### src/rtl/ins_fetch.sv
// Instruction fetch stage: owns the PC, issues one word-aligned read at a time,
// and hands each returned instruction with its PC to decode over valid/ready.
module ins_fetch #(
  parameter logic [31:0] RESET_PC = 32'h0000_0000
) (
  input  logic        clk,
  input  logic        rst_n,
  output logic        mem_req_valid,
  input  logic        mem_req_ready,
  output logic [31:0] mem_req_addr,
  input  logic        mem_rsp_valid,
  input  logic [31:0] mem_rsp_data,
  output logic        ins_valid,
  input  logic        ins_ready,
  output logic [31:0] ins,
  output logic [31:0] ins_pc,
  input  logic        redirect,
  input  logic [31:0] redirect_pc
);

  localparam logic [1:0] S_IDLE = 2'd0;
  localparam logic [1:0] S_REQ  = 2'd1;
  localparam logic [1:0] S_WAIT = 2'd2;
  localparam logic [1:0] S_HOLD = 2'd3;

  logic [1:0]  r_state;
  logic [31:0] r_pc;
  logic        r_kill;
  logic [31:0] r_ins;
  logic [31:0] r_ins_pc;

  logic [1:0]  w_state_nxt;
  logic [31:0] w_pc_seq;
  logic [31:0] w_pc_nxt;
  logic        w_kill_nxt;
  logic [31:0] w_ins_nxt;
  logic [31:0] w_ins_pc_nxt;
  logic        w_unused_lsbs;

  assign w_unused_lsbs = ^redirect_pc[1:0];

  // Next-state logic; a redirect overrides the sequential PC update below.
  always_comb begin
    w_state_nxt  = r_state;
    w_pc_seq     = r_pc;
    w_kill_nxt   = r_kill;
    w_ins_nxt    = r_ins;
    w_ins_pc_nxt = r_ins_pc;
    case (r_state)
      S_IDLE: begin
        w_state_nxt = S_REQ;
      end
      S_REQ: begin
        if (mem_req_ready) begin
          w_state_nxt = S_WAIT;
          // A redirect on the accept edge leaves a stale request in flight.
          w_kill_nxt  = redirect;
        end else begin
          w_state_nxt = S_REQ;
        end
      end
      S_WAIT: begin
        if (mem_rsp_valid) begin
          if (r_kill || redirect) begin
            w_state_nxt = S_REQ;
            w_kill_nxt  = 1'b0;
          end else begin
            w_state_nxt  = S_HOLD;
            w_ins_nxt    = mem_rsp_data;
            w_ins_pc_nxt = r_pc;
            w_pc_seq     = r_pc + 32'd4;
          end
        end else if (redirect) begin
          w_kill_nxt = 1'b1;
        end else begin
          w_state_nxt = S_WAIT;
        end
      end
      S_HOLD: begin
        if (ins_ready || redirect) begin
          w_state_nxt = S_REQ;
        end else begin
          w_state_nxt = S_HOLD;
        end
      end
      default: begin
        w_state_nxt = S_IDLE;
      end
    endcase
  end

  assign w_pc_nxt = redirect ? {redirect_pc[31:2], 2'b00} : w_pc_seq;

  // State and datapath registers.
  always_ff @(posedge clk or negedge rst_n) begin
    if (!rst_n) begin
      r_state  <= S_IDLE;
      r_pc     <= RESET_PC;
      r_kill   <= 1'b0;
      r_ins    <= 32'd0;
      r_ins_pc <= 32'd0;
    end else begin
      r_state  <= w_state_nxt;
      r_pc     <= w_pc_nxt;
      r_kill   <= w_kill_nxt;
      r_ins    <= w_ins_nxt;
      r_ins_pc <= w_ins_pc_nxt;
    end
  end

  assign mem_req_valid = (r_state == S_REQ);
  assign mem_req_addr  = r_pc;
  assign ins_valid     = (r_state == S_HOLD);
  assign ins           = r_ins;
  assign ins_pc        = r_ins_pc;

endmodule

### config.mk
export PLATFORM = sky130hd
export DESIGN_NAME = ins_fetch
export DESIGN_NICKNAME = d
export VERILOG_FILES = /design/src/rtl/ins_fetch.sv
export SDC_FILE = /design/constraint.sdc
export NUM_CORES = 1
export LEC_CHECK = 0
export ABC_CLOCK_PERIOD_IN_PS = 2200
export BUFFER_PORTS_ARGS = -buffer_cell sky130_fd_sc_hd__buf_2
export CAP_MARGIN = 20
export CORE_MARGIN = 2
export CORE_UTILIZATION = 48
export CTS_CLUSTER_SIZE = 40
export DETAILED_ROUTE_END_ITERATION = 6
export PLACE_DENSITY = 0.76
export SYNTH_ARGS = -nofsm -noshare
export SYNTH_HDL_FRONTEND = slang
export SYNTH_SLANG_ARGS = --single-unit
### constraint.sdc
create_clock -name clk -period 2.2 [get_ports clk]
set_input_delay 0.11 -clock clk [delete_from_list [all_inputs] [get_ports clk]]
set_output_delay 0.11 -clock clk [all_outputs]
set_load 0.03 [all_outputs]
**After elaboration in Yosys (flattened, before gate mapping)**

Index checks and enable logic that the tools add are counted.

- Output and inout bits: 98
- Latch bits: 0
- Logic and storage cells: 39
- Memory bits (writable): 0
- Register bits: 99
- Memories: 0
- ROM bits: 0

- Order comparisons: 0
- Shift operators: 0
- $add $sub $neg: 1
- Div/mod/pow operators: 0
- Eq/ne operators: 8
- Multipliers: 0
- Reductions and logical operators: 9
- Mux-type cells: 15
- Bitwise gates (word level): 1

Operator list:

| operator | number |
|---|---|
| 32-bit 2-to-1 mux | 4 |
| 32-bit by 3-bit adder with 32-bit output, second input constant | 1 |
| 2-bit 2-to-1 mux | 5 |
| 3-bit != test, second input constant | 3 |
| 2-bit one-hot mux with 4 select lines | 1 |
| 3-bit AND reduction | 2 |
| 2-bit nonzero test | 3 |
| 2-bit equality test, second input constant | 2 |
| 1-bit 2-to-1 mux | 4 |
| 4-bit AND reduction | 1 |
| 2-bit by 1-bit equality test with 1-bit output, second input constant | 1 |
| 2-bit logical NOT | 1 |
| 1-bit logical OR | 2 |
| 2-bit by 1-bit != test with 1-bit output, second input constant | 1 |
| 2-bit != test, second input constant | 1 |
| 1-bit one-hot mux with 2 select lines | 1 |
| 1-bit inverter | 1 |

**Depth between registers and ports, before layout**

Gate-level depths: netlist of run 1.

- Depth after elaboration: 5
- Mapped depth: 7
- Mapped depth without buffers: 6

**Least setup slack after synthesis of run 1**

No wires, ideal clock.

- Path kind: reg-to-reg
- From: reg r_pc[2], in the netlist mem_req_addr[2]
- To: reg r_pc[28], in the netlist mem_req_addr[28]
- Data arrival time: 1907 ps
- Cell stages (with the launch flop): 8
- Library setup time: 130 ps
- Setup slack: 164 ps
- Buffers on the path: 1
- Data required time: 2070 ps
- Period minus slack after synthesis: 2036 ps
- Path through: dfrtp_1 ha_1 inv_1 or4_4 buf_6 nor4_4 xnor2_1 o21ai_1

- Cells in the longest elaborated chain, start to end: 5

RTL lines:

| item | line | source |
|---|---|---|
| start, declared | 27 | `logic [31:0] r_pc;` |
| start signal, assigned | 104 | `r_pc <= w_pc_nxt;` |
| 32-bit by 3-bit adder with 32-bit output | 71 | `w_pc_seq = r_pc + 32'd4;` |
| 32-bit 2-to-1 mux | 64 | `if (r_kill \|\| redirect) begin` |
| 32-bit 2-to-1 mux | 63 | `if (mem_rsp_valid) begin` |
| 32-bit 2-to-1 mux | 49 | `case (r_state)` |
| 32-bit 2-to-1 mux | 92 | `assign w_pc_nxt = redirect ? {redirect_pc[31:2], 2'b00} : w_pc_seq;` |

No other way between the ends. The select of a mux whose other input is x is not followed.
A chain may end at the register's enable or synchronous reset.

**Worst setup path in the final report of run 1**

- From: reg r_state[0]
- To: reg r_pc[28], in the netlist mem_req_addr[28]

- Cells in the longest elaborated chain, start to end: 3

RTL lines:

| item | line | source |
|---|---|---|
| start, declared | 26 | `logic [1:0] r_state;` |
| start signal, assigned | 103 | `r_state <= w_state_nxt;` |
| 2-bit equality test | 49 |  |
| 2-bit nonzero test (no source line) | - |  |
| 3-bit AND reduction (no source line) | - |  |

No other way between the ends.

==> results of run 1 <==
layout make-up:
class / count / share of cell area
well taps: 108 / 0.02270
flip-flops and latches: 95 / 0.3994
repair buffers: 231 / 0.2552
clock inverters: 6 / 0.007358
multi-input cells: 229 / 0.2903
clock buffers: 10 / 0.02312
inverters: 3 / 0.001892
critical path, cell delays in order, from the launching register on:
cell and delay (ns):
dfrtp_1 0.44, nand4bb_4 0.30, or4_4 0.66, nor4_4 0.26, xnor2_1 0.15, o21ai_1 0.07
sequential cells by signal (all words and copies together), names as in the netlist:
signal / count
ins: 32
r_state: 2
ins_pc: 30
mem_req_addr: 30
r_kill: 1
through the flow:
step / utilization / setup slack (ns) / cells / total power [mW]
after floorplan: - / 0.1636 / 346 / 4.527
after global placement: 0.5970 / 0.2504 / 602 / 5.309
after detailed placement: 0.5970 / 0.2054 / 602 / 5.384
after CTS: 0.6926 / 0.1976 / 682 / 6.532
after global routing: 0.6926 / 0.09742 / 682 / 6.834
final: 0.6926 / 0.1956 / 682 / 6.499
timing repair:
action | CTS | global route
gates resized for setup | 0 | 0
hold buffers | 64 | 0
endpoints found under the hold margin | 108 | 0
setup buffers | 0 | 0
metal layers:
metal	global-route usage	share of wire	wire [µm]
met4	0.07479	0.016	162
met3	0.04676	0.052	523
met5	0	0	0
met1	0.2731	0.43	4328
met2	0.3714	0.50	5108
cells by family after synthesis:
kind of cell	synth area share
AND/OR/NAND/NOR	0.1302
XOR/XNOR	0.05840
multiplexers	0.1761
AO/OA/AOI/OAI	0.03844
other	0.0008931
buffers and inverters	0.02682
adder cells (fa/ha/maj)	0.002979
flip-flops	0.5662
power groups by stage:
stage          sequential (mW)  combinational [mW]  clock (mW)
6_report                  2.67                2.77        1.06
5_1_grt                   2.76                2.92        1.15
4_1_cts                   2.67                2.77        1.10
3_5_place_dp              2.70                2.68           0
3_3_place_gp              2.66                2.65           0
2_1_floorplan             3.79               0.734           0
layout by cell type (no fill, tap or decap), drive strengths merged, types with 10 or more instances in the layout:
| cell | n |
|---|---|
| dlygate4sd3 | 64 |
| o21ai | 28 |
| xor2 | 12 |
| nand4 | 10 |
| xnor2 | 16 |
| mux2 | 63 |
| buf | 167 |
| dfrtp | 95 |
| nand2 | 46 |
| clkbuf | 10 |
worst paths after layout:
kind / endpoint / cells past startpoint
max reg2reg: mem_req_addr[28]$_DFFE_PN0P_ / 5
min in group asynchronous: ins_pc[19]$_DFFE_PN0P_ / 2
max in group asynchronous: ins[31]$_DFFE_PN0P_ / 3
min reg2reg: ins_pc[6]$_DFFE_PN0P_ / 1
max: mem_req_addr[28]$_DFFE_PN0P_ / 5
min: r_kill$_DFFE_PN0P_ / 2
==> impl_metrics.toml, run 1 <==
[synthesis]
synth_area_leaders = "dfrtp_1 (57%), mux2_2 (17%), nand2_1 (4.1%)"
yosys_warnings = 0
synth_top_flop_cell = "dfrtp_1"
ys_top_cells_by_count = "dfrtp_1 (95), mux2_2 (63), nand2_1 (46)"
synth_top_area_frac = 0.5662
ys_ff_latch = 95
synth_top_cell_by_area = "dfrtp_1"
avgSynthCellArea_um2 = 12.24
synthDistinctLibCells = 35
synth_area_um2 = 4199
ys_async_sr_fraction = 1.000
synth-seq-area-share = 0.5662
synth-edff-count = 0
synth_cells = 343
synth_most_common_cell = "dfrtp_1"

[critical_path]
worst_ep_required_time_ns = 2.43
rrSetupSlack_ns = 0.20
critPathKind = "reg2reg"
reg2reg_from = "r_state[0]$_DFFE_PN0P_"
critPathLaunchType = "register"
startpoint = "r_state[0]$_DFFE_PN0P_"
arrival_ns = 2.23
cp-end-kind = "register"
worstPathMaxFanout = 10

[finish]
nNetsFinal = 640
diodes = 0
finalInstanceArea_um2 = 5952
seqCellArea_um2 = 2377
multi_input_area_um2 = 1728
area_delta_synth_final_pct = 41.75
fillCellCount = 647
drive_gt1_frac = 0.4425

[routing]
drtAntennaViolNets = 0
vias_per_cell = 5.000
firstDrtPassIters = 4
initialDrtViolationCount = 121
drc = 0
routed_wirelength_um = 10120
wl_per_cell_um = 14.84
vias = 3410

[floorplan]
die_w_um = 97.53
core_area_um2 = 8593
initial_utilization = 0.4886
die_y_um = 97.53
die_area_um2 = 9512
num_rows = 34
io_pins = 168

[sta]
fin_crit_sh = 0.9111
slew_headroom = 0.5990
tightest_slew_ns = 0.6016
period_minus_slack_ns = 2.004
skew_ns = 0.01378
clock.fmax_mhz = 498.9
rsz0062_at_grt = "false"
setup_viol = 0
slew_viol_final = 0
hold_slack_ns = 0.04099
hold_viol = 0
finalSetupTns_ns = 0

[power]
p_seq_frac = 0.411
p_clk_frac = 0.163
p_sw_frac = 0.4180
power_density_nw_per_um2 = 1092
internal_power_mw = 3.782
ir_worst_vdd_v = 0.0007582
leakagePower_nw = 2.923
power.net_switching_mw = 2.717
combPwrFrac = 0.426

[global_routing]
grt_max_degree = 63
grt_antenna_before_repair = 0
gr-usage-all-layers = 0.2169
grt_pass1_vias = 3426
grt_overflow = 0
grt_pass1_wl_um = 16600

[cts]
insertion_delay_ns = 0.36
cts_root_buffer = "clkbuf_8"
cts.clk_slew.worst_paths_ns = 0.09
cts.sinks = 95
cts_max_level = 3
cts_tree = "built"
cts_buffers = 9
clock_path_buffers = 2

[worst_hold_path]
min_from = "mem_rsp_valid"
hold_class = "in2reg"

[placement]
placed_cell_area_um2 = 5130
place.gp.congestion = 0.7462
io_buffer_count = 161
dp_hpwl_um = 6445

[outcome]
status = "finished, final reports clean"

[flow_run]
drv_cap = 0
Note: power is estimated with default switching activity, not from simulation.
==> run 2: changes to the inputs <==
RECOVER_POWER = 100   (was not set)
==> run 2 against run 1 <==
  * Flip-flop and latch count unchanged
  * Hold slack hardly changed
  * Core utilization fell by 2.1 points
  * Largest cell class unchanged
  * Largest power group is now sequential cells
  * Sequential power barely moved
  * Highest routed layer unchanged
  * Clock skew barely moved
==> impl_metrics.toml, run 2 (synthesized netlist as in run 1, its figures left out) <==
[global_routing]
grt_antenna_before_repair = 0
gr-usage-all-layers = 0.2169
grt_overflow = 0
grt_pass1_vias = 3426
grt_max_degree = 63
grt_pass1_wl_um = 16600

[critical_path]
r2r.worst_path.cells = 5
r2r_end = "mem_req_addr[30]$_DFFE_PN0P_"
critPathKind = "reg2reg"
worstPathMaxFanout = 10
reg2reg_from = "r_state[0]$_DFFE_PN0P_"
rrSetupSlack_ns = 0.23
worst_ep_required_time_ns = 2.42
critPathLaunchType = "register"
arrival_ns = 2.19
cp-end-kind = "register"

[cts]
postCtsSetupBuffers = 0
cts.clk_slew.worst_paths_ns = 0.09
cts_root_buffer = "clkbuf_8"
cts_max_level = 3
cts_resized = 0
cts.sinks = 95
insertion_delay_ns = 0.36
ctsHoldBuffers = 64
cts_tree = "built"
cts_buffers = 9
clock_path_buffers = 2

[worst_hold_path]
hold_class = "in2reg"
min_from = "mem_rsp_valid"
hold_end = "r_kill$_DFFE_PN0P_"
hold_depth = 2

[sta]
slew_headroom = 0.2196
fin_crit_sh = 0.8964
tightest_slew_ns = 1.171
hold_viol = 0
slew_viol_final = 0
setup_viol = 0
rsz0062_at_grt = "false"
finalSetupTns_ns = 0
clock.fmax_mhz = 507.1
period_minus_slack_ns = 1.972
skew_ns = 0.01408

[placement]
io_buffer_count = 161
dp_hpwl_um = 6445
place.gp.congestion = 0.7462

[finish]
final_common_cell = "dfrtp_1"
area_delta_synth_final_pct = 37.51
final_core_util = 0.6720
largest_reg_flops = 32
seqCellArea_um2 = 2377
drive_gt1_frac = 0.2700
multi_input_area_um2 = 1685
layout_common_cells = "dfrtp_1 (95), clkbuf_1 (94), buf_2 (66)"
diodes = 0
nNetsFinal = 640
fillCellCount = 712

[routing]
firstDrtPassIters = 4
vias_per_cell = 4.997
wl_per_cell_um = 14.89
initialDrtViolationCount = 116
routed_wirelength_um = 10150
drtAntennaViolNets = 0
vias = 3408
drc = 0

[floorplan]
num_rows = 34
die_y_um = 97.53
die_w_um = 97.53
core_area_um2 = 8593
initial_utilization = 0.4886
die_area_um2 = 9512
io_pins = 168

[flow_run]
drv_cap = 0

[power]
leakagePower_nw = 2.570
power_density_nw_per_um2 = 1098
ir_worst_vdd_v = 0.0007377

[outcome]
status = "finished, final reports clean"
-- run 2: cell count changes in the layout (fill, tap and decap cells not counted), moves of 2 or more --
cell	before	now
buf_2	160	66
buf_4	5	3
clkbuf_1	0	94
clkbuf_2	0	2
nor4_1	0	2
nor4_4	2	0
o21ai_0	24	27
o21ai_1	4	1
-- run 2: layout make-up --
type	count	area share
Sequential cell	95	0.4117
Multi-Input combinational cell	229	0.2919
Timing Repair Buffer	231	0.2397
Clock buffer	10	0.02384
Tap cell	108	0.02340
Clock inverter	6	0.007584
Inverter	3	0.001950
-- run 2: worst max-delay path by stage --
stage,slack [ns],end,cells past startpoint,from
after detailed placement,0.21,mem_req_addr[28]$_DFFE_PN0P_,5,r_state[0]$_DFFE_PN0P_
after global routing,0.09,mem_req_addr[30]$_DFFE_PN0P_,5,r_state[0]$_DFFE_PN0P_
after CTS,0.20,mem_req_addr[28]$_DFFE_PN0P_,5,r_state[0]$_DFFE_PN0P_
after floorplan,0.16,mem_req_addr[28]$_DFFE_PN0P_,7,mem_req_addr[2]$_DFFE_PN0P_
after global placement,0.25,mem_req_addr[28]$_DFFE_PN0P_,5,r_state[0]$_DFFE_PN0P_
final,0.23,mem_req_addr[30]$_DFFE_PN0P_,5,r_state[0]$_DFFE_PN0P_
-- run 2: where the power goes --
part | total (mW) | internal (mW) | switching (mW)
Sequential | 2.69 | 2.32 | 0.369
Clock | 1.06 | 0.446 | 0.609
Combinational | 2.60 | 0.847 | 1.75
Total | 6.34 | 3.61 | 2.73
-- run 2: metrics by stage --
step	instance area, µm²	power, mW	worst slack, ns	instances	hold slack (ns)
floorplan	4210	4.527	0.1636	346	-0.1856
global placement	5130	5.309	0.2504	602	0.1538
detailed placement	5130	5.384	0.2054	602	0.1578
CTS	5952	6.532	0.1976	682	0.01940
global route	5774	6.676	0.09326	682	0.02758
finish	5774	6.340	0.2279	682	0.04135
-- run 2: critical path, stage by stage, from the launching register on --
cell and delay, ns:
dfrtp_1 0.45, nand4bb_4 0.28, or4_4 0.63, nor4_1 0.26, xnor2_1 0.15, o21ai_0 0.08
-- run 2: layer usage --
layer | global-route usage | share of wire | vias to the layer above
met3 | 0.04676 | 0.054 | 16
met1 | 0.2731 | 0.42 | 1647
met2 | 0.3714 | 0.50 | 108
met5 | 0 | 0 | -
li1 | - | - | 1637
met4 | 0.07479 | 0.018 | 0
==> run 3: changes to the inputs <==
ABC_AREA = 1   (was not set)
CORE_ASPECT_RATIO = 1.75   (was not set)
CORE_UTILIZATION = 50   (was 48)
PLACE_DENSITY = 0.77   (was 0.76)
==> run 3 against run 2 <==
  * Combinational power is essentially flat
  * Count of clock-buffer cells in the layout grew 1
  * Synthesized cell count grew 78%
  * Non-clock buffer count shrank 26
  * Register-to-register slack gained 0.11 ns
  * Sequential power is essentially flat
  * Critical path depth grew 5
  * Cell area grew 6.2%
  * Highest routed layer unchanged
  * Synthesized area grew 11%
  * Maximum frequency grew 5.9%
  * Cell count grew 36%
  * First-iteration DRC count grew to 2.9 times the previous value
==> impl_metrics.toml, run 3 <==
[critical_path]
reg2reg_from = "r_state[0]$_DFFE_PN0P_"
arrival_ns = 2.14
worst_ep_required_time_ns = 2.48
worstPathMaxFanout = 67
critPathLaunchType = "register"
cp-end-kind = "register"
critPathKind = "reg2reg"
rrSetupSlack_ns = 0.34
r2r_end = "mem_req_addr[22]$_DFFE_PN0P_"
r2r.worst_path.cells = 10

[global_routing]
grt_pass1_wl_um = 22420
grt_max_degree = 68
grt_antenna_before_repair = 1
grt_pass1_vias = 4853
grt_overflow = 0
gr-usage-all-layers = 0.2773

[synthesis]
synth_top_cell_by_area = "dfrtp_1"
synthDistinctLibCells = 34
ys_top_cells_by_count = "nand2_1 (253), dfrtp_1 (95), nor2_1 (61)"
ys_async_sr_fraction = 1.000
ys_ff_latch = 95
synth_area_um2 = 4673
avgSynthCellArea_um2 = 7.636
yosys_warnings = 0
synth-seq-area-share = 0.5087
synth_area_leaders = "dfrtp_1 (51%), nand2_1 (20%), nor2_1 (4.9%)"
synth_most_common_cell = "nand2_1"
synth_top_flop_cell = "dfrtp_1"
synth-edff-count = 0
synth_cells = 612
synth_top_area_frac = 0.5087

[cts]
insertion_delay_ns = 0.35
ctsHoldBuffers = 37
cts_root_buffer = "clkbuf_16"
cts_resized = 0
clock_path_buffers = 2
postCtsSetupBuffers = 0
cts.clk_slew.worst_paths_ns = 0.07
cts_buffers = 9
cts.sinks = 95
cts_max_level = 3
cts_tree = "built"

[floorplan]
initial_utilization = 0.5139
core_area_um2 = 9094
die_w_um = 77.08
io_pins = 168
die_area_um2 = 10170
die_y_um = 131.9
num_rows = 46

[sta]
rsz0062_at_grt = "false"
tightest_slew_ns = 1.323
fin_crit_sh = 0.8464
period_minus_slack_ns = 1.862
slew_viol_final = 0
hold_viol = 0
slew_headroom = 0.1181
skew_ns = 0.007990
setup_viol = 0
finalSetupTns_ns = 0
clock.fmax_mhz = 537.0

[power]
ir_worst_vdd_v = 0.0006667
power_mw = 6.920
power_density_nw_per_um2 = 1128
leakagePower_nw = 3.040

[routing]
wl_met1_um = 5149
initialDrtViolationCount = 333
wl_per_cell_um = 14.83
top_layer_used = "met4"
routed_wirelength_um = 13800
firstDrtPassIters = 5
vias = 4797
dr_wl_met2_um = 7289
drc = 0
met3_length_um = 825
drtAntennaViolNets = 0
vias_per_cell = 5.158

[flow_run]
drv_cap = 0

[finish]
drive_gt1_frac = 0.1323
layout_common_cells = "nand2_1 (254), dfrtp_1 (95), clkbuf_1 (94)"
seqCellArea_um2 = 2377
nNetsFinal = 875
fillCellCount = 817
largest_reg_flops = 32
final_common_cell = "nand2_1"
multi_input_area_um2 = 1978
area_delta_synth_final_pct = 31.27

[placement]
io_buffer_count = 161
place.gp.congestion = 0.8676
dp_hpwl_um = 9386

[worst_hold_path]
hold_depth = 3
hold_end = "mem_req_addr[9]$_DFFE_PN0P_"
min_from = "redirect_pc[9]"
hold_class = "in2reg"

[outcome]
status = "finished, final reports clean"
run 3: worst max-delay path by stage:
stage                                startpoint                            to  slack, ns
finish                   r_state[0]$_DFFE_PN0P_  mem_req_addr[22]$_DFFE_PN0P_       0.34
floorplan           mem_req_addr[3]$_DFFE_PN0P_  mem_req_addr[20]$_DFFE_PN0P_       0.51
global placement         r_state[0]$_DFFE_PN0P_  mem_req_addr[12]$_DFFE_PN0P_       0.52
CTS                      r_state[0]$_DFFE_PN0P_  mem_req_addr[12]$_DFFE_PN0P_       0.41
global route             r_state[0]$_DFFE_PN0P_  mem_req_addr[26]$_DFFE_PN0P_       0.15
detailed placement       r_state[0]$_DFFE_PN0P_  mem_req_addr[12]$_DFFE_PN0P_       0.43
run 3: cell type report:
cell class	count	share of cell area
inverter	45	0.02753
sequential	95	0.3875
timing repair buffer	205	0.1872
tap	120	0.02447
clock buffer	11	0.04120
clock inverter	5	0.009178
multi-input combinational	448	0.3225
antenna	1	0.0004079
run 3: cell families (layout without fill, tap and decap cells):
group	count (synthesis)	in the layout	synth area share
adders and majority gates	1	1	0.002677
DFF	95	95	0.5087
xor gates and xnor gates	6	6	0.01124
AOI/OAI and AO/OA	64	64	0.07711
other	1	5	0.0008024
buffers and inverters	72	266	0.06881
and+or+nand+nor	373	373	0.3307
run 3: power breakdown:
part | total [mW] | internal [mW] | switching, mW
logic | 2.63 | 0.642 | 1.99
clock network | 1.59 | 0.940 | 0.654
registers | 2.69 | 2.30 | 0.393
run 3: metrics by stage:
| step | hold WS, ns | area [µm²] | instances | util | setup slack, ns |
|---|---|---|---|---|---|
| after global placement | 0.1752 | 5580 | 876 | 0.6136 | 0.5178 |
| after global routing | 0.02312 | 6135 | 930 | 0.6746 | 0.1539 |
| after CTS | 0.004170 | 6260 | 929 | 0.6884 | 0.4082 |
| after floorplan | -0.1856 | 4684 | 615 | - | 0.5143 |
| final | 0.01856 | 6135 | 930 | 0.6746 | 0.3380 |
| after detailed placement | 0.1896 | 5580 | 876 | 0.6136 | 0.4314 |
run 3: critical path: stages (launching register included):
cell,delay (ns)
dfrtp_1,0.38
inv_1,0.08
nand2_1,0.10
inv_1,0.10
nand2_2,0.11
nor2_4,0.28
inv_1,0.14
buf_12,0.21
nor2_1,0.17
nand3_1,0.09
nand3b_1,0.10
run 3: metal layers:
metal,global-route usage,up-vias
met1,0.2995,2250
met5,0,-
met3,0.05822,44
met2,0.5068,205
met4,0.1339,0
li1,-,2298
